### config.mk
export PLATFORM = sky130hd
export DESIGN_NAME = sad_accumulator
export DESIGN_NICKNAME = d
export VERILOG_FILES = /design/src/rtl/sad_accumulator.sv
export SDC_FILE = /design/constraint.sdc
export NUM_CORES = 1
export LEC_CHECK = 0
export CORE_MARGIN = 8
export CORE_UTILIZATION = 35
export CTS_CLUSTER_DIAMETER = 150
export DETAILED_ROUTE_END_ITERATION = 16
export SLEW_MARGIN = 20
export SYNTH_ARGS = -nofsm -noshare
export SYNTH_HDL_FRONTEND = slang
export SYNTH_SLANG_ARGS = --single-unit
export TNS_END_PERCENT = 100
### constraint.sdc
create_clock -name clk -period 4.9 [get_ports clk]
set_clock_uncertainty 0.2 [all_clocks]
set_input_delay 1.47 -clock clk [delete_from_list [all_inputs] [get_ports clk]]
set_output_delay 1.47 -clock clk [all_outputs]
set_load 0.05 [all_outputs]
### src/rtl/sad_accumulator.sv
// sad_accumulator: frame-based |data - reff| reducer (sum or maximum) fed
// by a valid/ready sample stream. One pair per cycle, COUNT pairs per frame,
// single-cycle done pulse with the final result.
module sad_accumulator #(
  parameter int WIDTH = 8,
  parameter int COUNT = 16,
  parameter int ACC_W = WIDTH + $clog2(COUNT)
) (
  input  logic             clk,
  input  logic             rst_n,
  input  logic             start,
  input  logic             mode,
  input  logic             in_valid,
  output logic             in_ready,
  input  logic [WIDTH-1:0] data,
  input  logic [WIDTH-1:0] reff,
  output logic             busy,
  output logic             done,
  output logic [ACC_W-1:0] result
);

  localparam int CNT_W = (COUNT > 1) ? $clog2(COUNT) : 1;
  localparam logic [CNT_W-1:0] LAST_CNT = CNT_W'(COUNT - 1);

  typedef enum logic [1:0] {
    IDLE,
    ACCUM,
    DONE
  } state_e;

  state_e           state_q, state_d;
  logic [ACC_W-1:0] acc_q, acc_d;
  logic [CNT_W-1:0] cnt_q, cnt_d;
  logic             mode_q, mode_d;

  logic             accept;
  logic [WIDTH-1:0] diff;
  logic [ACC_W-1:0] diff_ext;

  // Absolute difference: subtract the smaller operand from the larger so the
  // result always fits in WIDTH bits and is symmetric in its operands.
  assign diff     = (data >= reff) ? (data - reff) : (reff - data);
  assign diff_ext = ACC_W'(diff);
  assign accept   = in_valid && (state_q == ACCUM);

  // Outputs decode straight from the state register, so an asynchronous
  // reset clears them without waiting for a clock edge.
  assign busy     = (state_q == ACCUM);
  assign in_ready = (state_q == ACCUM);
  assign done     = (state_q == DONE);
  assign result   = acc_q;

  // Next-state, accumulator and counter logic.
  always_comb begin
    // NOTE: every signal gets a default first so no path through the case
    // leaves one unassigned, which would otherwise infer a latch.
    state_d = state_q;
    acc_d   = acc_q;
    cnt_d   = cnt_q;
    mode_d  = mode_q;
    case (state_q)
      IDLE: begin
        if (start) begin
          acc_d   = '0;
          cnt_d   = '0;
          mode_d  = mode;
          state_d = ACCUM;
        end
      end
      ACCUM: begin
        if (accept) begin
          if (mode_q) begin
            acc_d = (diff_ext > acc_q) ? diff_ext : acc_q;
          end else begin
            acc_d = acc_q + diff_ext;
          end
          if (cnt_q == LAST_CNT) begin
            // Wrap explicitly: COUNT need not be a power of two.
            cnt_d   = '0;
            state_d = DONE;
          end else begin
            cnt_d = cnt_q + CNT_W'(1);
          end
        end
      end
      DONE: begin
        state_d = IDLE;
      end
      default: begin
        state_d = IDLE;
      end
    endcase
  end

  // State registers with asynchronous active-low reset.
  always_ff @(posedge clk or negedge rst_n) begin
    // NOTE: sequential state uses non-blocking assignments so every register
    // samples the pre-edge values, independent of statement order.
    if (!rst_n) begin
      state_q <= IDLE;
      acc_q   <= '0;
      cnt_q   <= '0;
      mode_q  <= 1'b0;
    end else begin
      state_q <= state_d;
      acc_q   <= acc_d;
      cnt_q   <= cnt_d;
      mode_q  <= mode_d;
    end
  end

endmodule

# Word level (Yosys, flattened, before mapping)
# Cells that the tools add are included.
[totals]
reg_bits = 19
inputBits = 21
output_inout_bits = 15
[op_classes]
reduce_logical = 7
muxes = 14
eq_ne = 7
addsub = 4
magnitude_cmp = 2
[ops]
columns = ["cell", "count"]
rows = [
  ["$mux W12", 4],
  ["$pmux W12 S2", 1],
  ["$sub A8 B8 Y8", 2],
  ["$add A12 B8 Y12", 1],
  ["$gt A8 B12 Y1", 1],
  ["$mux W4", 3],
  ["$ge A8 B8 Y1", 1],
  ["$mux W8", 1],
  ["$pmux W4 S2", 1],
  ["$mux W2", 3],
  ["$reduce_and A3 Y1", 2],
  ["$add A4 B1 Y4 const B", 1],
  ["$eq A4 B4 Y1 const B", 1],
  ["$ne A2 B1 Y1 const B", 2],
  ["$pmux W2 S2", 1],
  ["$reduce_and A4 Y1", 1],
  ["$ne A3 B2 Y1 const B", 1],
  ["$eq A2 B1 Y1 const B", 1],
  ["$eq A2 B2 Y1 const B", 1],
  ["$logic_not A2 Y1", 1],
  ["$ne A2 B2 Y1 const B", 1],
  ["$reduce_and A2 Y1", 1],
  ["$reduce_bool A2 Y1", 1],
  ["$logic_and A1 B1 Y1", 1],
]

# Longest topological paths before layout
[logic_depth]
depth_word = 7
mapped_depth = 20

# Worst setup path before layout
# Ideal clock, no wire load.
[synth_timing]
path_type = "input to register"
start = "in data[0]"
end = "reg acc_q[7] (netlist: result[7])"
path_stages = 17
slack_ns = -0.140
t_arrival_ns = 4.718
path_buffers = 1
cell_sequence = "inv_1 > ha_1 > inv_1 > fa_1 > a21o_1 > a211oi_2 > o21ai_2 > buf_6 > mux2i_1 > xnor2_1 > ha_1 > or3_1 > o211a_1 > nor2b_1 > nor3_1 > or3b_1 > a32o_1"
[synth_via]
elab_chain_len = 6
elab_cells_between_ends = 12
cone_classes = "add/sub: 3; order compare: 2; eq/ne: 1; mux: 5; reduce/logical: 1"
[synth_rtl]
columns = ["element", "line", "text"]
rows = [
  ["from (decl)", "15", "input logic [WIDTH-1:0] data,"],
  ["$sub A8 B8 Y8 or $ge A8 B8 Y1 (tied branches)", "42", "assign diff = (data >= reff) ? (data - reff) : (reff - data);"],
  ["$mux W8 (*)", "42", ""],
  ["$add A12 B8 Y12 or $mux W12 (tied branches)", "75, 73", ""],
  ["$mux W12", "72", "if (mode_q) begin"],
  ["$mux W12", "71", "if (accept) begin"],
  ["$pmux W12 S2", "61", "case (state_q)"],
  ["to (signal assigned)", "101", "acc_q <= '0;"],
  ["to (signal assigned)", "106", "acc_q <= acc_d;"],
  ["to (decl)", "32", "logic [ACC_W-1:0] acc_q, acc_d;"],
]
# Mark *: on every way between the ends. The rest lies on a longest branch, timed or not. The select of a mux whose other input is x is not followed.
# A chain may end at the register's enable or synchronous reset.

# Worst setup path in the final report
# Ends and elaborated chain as after synthesis.

==> reports/results.ini <==
[power]
internal-power_uw = 1050
p_clk_share_pct = 5.7
powerDensity_nw_per_um2 = 556
power.total_uw = 2010
peakVddDrop_uv = 305
p_leak_uw = 0.00172
p_comb_share_pct = 78.4
seq_power_share_pct = 15.9
p_switching_uw = 960
netSwitchingFraction_pct = 47.8

[yosys]
avgSynthCellArea_um2 = 8.07
syn_inst = 277
synth-edff-count = 0
synth_ff_type = dfrtp_1
yosysSeqAreaShare_pct = 21.3
synthArstFlopShare_pct = 100
yosysWarnings = 0
syn-num-nets = 333
synth_seq_cells = 19
yosysUniqueCellTypes = 55
synth_area_um2 = 2240

[worst_hold_path]
hold_end = cnt_q[1]$_DFFE_PN0P_
hold_depth = 2
hp-class = reg2reg
hp-start = cnt_q[1]$_DFFE_PN0P_

[sta]
worst_pin_slew_ns = 0.935
fin_crit_ns = 4.91
fmax_mhz = 204
maxSlewHeadroom_pct = 37.5
maxSlewViolCount = 0
rsz0062_at_grt = yes
setup_slack_ns = -0.0135
fin_crit_sh_pct = 100
finalSetupViolations = 1
hold_viol = 0

[clocking]
cts_max_level = 1
cts_tree = done
cts_root_buf = clkbuf_8
clk_pin_slew_ns = 0.08
cts_sinks = 19
cts_buffers = 3
clockBufferDepth = 2
holdBufCountCts = 0
clock_latency_ns = 0.26

[final_layout]
fin_nets = 445
final_cell_area_um2 = 3620
multi_input_area_um2 = 1880
instances_no_fill = 465
diodes = 0
seq_area_um2 = 475
drive_gt1_share_pct = 36.3
fillers = 564
syn2layout_area_growth_pct = 61.8

[critical_path]
crit_path_max_incr_delay_ns = 0.37
critical-path-slowest-cell = or3_4
crit_fanout = 8
worstPathCellList = buf_8 > inv_4 > ha_4 > inv_2 > fa_2 > a21o_1 > a211oi_2 > o21ai_4 > mux2_4 > xnor2_4 > inv_2 > ha_4 > nand4_1 > a21oi_2 > nor4b_4 > buf_4 > or3_4 > a41oi_2 > a32o_1
cp_num_buf_inv = 5
path_class = in2reg
start_kind = primary input
reg2reg_depth = 10
path_delay_family = compound AO/OA/AOI/OAI gates
timing.rr.end = result[7]$_DFFE_PN0P_
r2r-start = result[4]$_DFFE_PN0P_
rrSetupSlack_ns = 2.35
worst-path-stages = 19
end_kind = flip-flop
arrival_ns = 4.92
required_ns = 4.91

[place]
gp_congestion = 0.946
dp.cells = 446
port_buffers = 35
placed_area_um2 = 3140
hpwl_um = 4720

[global_route]
track_usage_pct = 14.2
grt_pass1_vias = 2398
grt_first_pass_wirelength_um = 10800
antenna_found_initial = 0
grt_max_degree = 20
gr-total-overflow = 0

[die]
die_area_um2 = 9200
die_w_um = 95.9
top_level_ports = 36
design.core.area_um2 = 6280
start_util_pct = 35.6
die_h_um = 95.9
rows = 29

[detailed_routing]
routed_wl_um = 6360
drt-vias-per-instance = 5.06
post_drt_wl_per_cell_um = 13.7
drt_iter0_drc = 60
drc_errors = 0
ant_nets = 0
vias = 2351
first_pass_iters = 4

[outcome]
status = complete, but fails checks
failed_checks = negative setup slack

[flow_run]
cap_violations = 0

==> worst max path at each step <==
stage,startpoint,to
finish,data[0],result[7]$_DFFE_PN0P_
global route,data[0],result[7]$_DFFE_PN0P_
CTS,data[0],result[11]$_DFFE_PN0P_
detailed placement,data[0],result[7]$_DFFE_PN0P_
global placement,reff[0],result[7]$_DFFE_PN0P_
floorplan,data[0],result[7]$_DFFE_PN0P_
==> flip-flops by register name, summed over array words and instances (netlist names) <==
name	cells
mode_q	1
state_q	2
cnt_q	4
result	12
==> power by group through the flow <==
| stage | Combinational [uW] | Clock, uW | Sequential (uW) |
|---|---|---|---|
| 2_1_floorplan | 668 | 0 | 424 |
| 3_3_place_gp | 1270 | 0 | 316 |
| 3_5_place_dp | 1290 | 0 | 317 |
| 4_1_cts | 1460 | 118 | 317 |
| 5_1_grt | 1710 | 126 | 334 |
| 6_report | 1580 | 114 | 320 |
==> cells in the mapped netlist, drive strengths merged, types with 6 or more instances <==
cell type,n,area (um^2)
inv,40,150
ha,32,400
nand2,25,93.8
a21oi,23,115
o21ai,21,109
dfrtp,19,475
nor2,15,56.3
xnor2,9,86.3
mux2i,7,73.8
nand3,7,35.0
a21o,6,46.3
o31ai,6,50.1
or3,6,37.5
==> cells by family after synthesis <==
group | after synthesis | synth area share, %
multiplexers | 9 | 4.48
flip-flops | 19 | 21.3
AND/OR/NAND/NOR | 73 | 15.7
XOR/XNOR | 13 | 5.43
AO/OA/AOI/OAI | 82 | 23.9
adder cells (fa/ha/maj) | 35 | 20.6
buffers and inverters | 46 | 8.62
==> worst min-delay path, delay by kind of cell, from the launching register on <==
family / cells / cell delay [ns]
AND/OR/NAND/NOR: 1 / 0.05
AO/OA/AOI/OAI: 1 / 0.06
flip-flops: 1 / 0.38
==> layout by cell type, fill, tap and decap left out, types with 3 or more instances in the layout <==
| master | Yosys | final |
|---|---|---|
| a21o_1 | 5 | 5 |
| a21oi_1 | 23 | 19 |
| a21oi_2 | 0 | 4 |
| buf_4 | 1 | 70 |
| buf_6 | 2 | 7 |
| clkbuf_8 | 0 | 3 |
| clkdlybuf4s50_1 | 0 | 19 |
| dfrtp_1 | 19 | 19 |
| dlygate4sd2_1 | 0 | 8 |
| dlymetal6s2s_1 | 0 | 4 |
| ha_1 | 32 | 22 |
| ha_4 | 0 | 9 |
| inv_1 | 40 | 30 |
| inv_2 | 0 | 9 |
| mux2i_1 | 6 | 5 |
| nand2_1 | 25 | 23 |
| nand2b_1 | 3 | 3 |
| nand3_1 | 7 | 7 |
| nor2_1 | 15 | 14 |
| nor2b_1 | 4 | 3 |
| nor3_1 | 4 | 3 |
| o21ai_0 | 19 | 13 |
| o21ai_1 | 1 | 6 |
| o21bai_1 | 4 | 3 |
| or3_1 | 6 | 4 |
| xnor2_1 | 8 | 8 |
| xor2_1 | 4 | 3 |
==> cell type report <==
cell class,instances,area share (%)
clock buffer,4,1.24
inverter,40,4.22
tap,77,2.66
sequential,19,13.1
timing repair buffer,113,26.7
multi-input combinational,212,52.1
==> timing repair <==
item                                   CTS  global route
buffers inserted                        10             5
pin swaps                               24            20
gates cloned                             1             0
gates resized for setup                 65            32
setup endpoints to repair               12            12
endpoints found under the hold margin    0             0
==> layer usage <==
metal	vias up	routed length [um]	GRT usage [%]
met2	56	3160	26.0
met5	-	0	0
met4	0	121	4.10
met1	1097	2790	16.8
met3	14	284	2.03
li1	1184	-	-
==> stage by stage <==
stage               setup slack [ns]  TNS (ns)  hold WS (ns)  utilization, %
floorplan                    -0.0587   -0.0587         0.276               -
global placement              -0.741     -7.49         0.302            50.0
detailed placement            -0.785     -8.43         0.315            50.0
CTS                          -0.0957    -0.674         0.332            55.6
global route                  -0.212     -1.24         0.381            57.6
finish                       -0.0135   -0.0135         0.330            57.6
(Power assumes the default switching activity.)
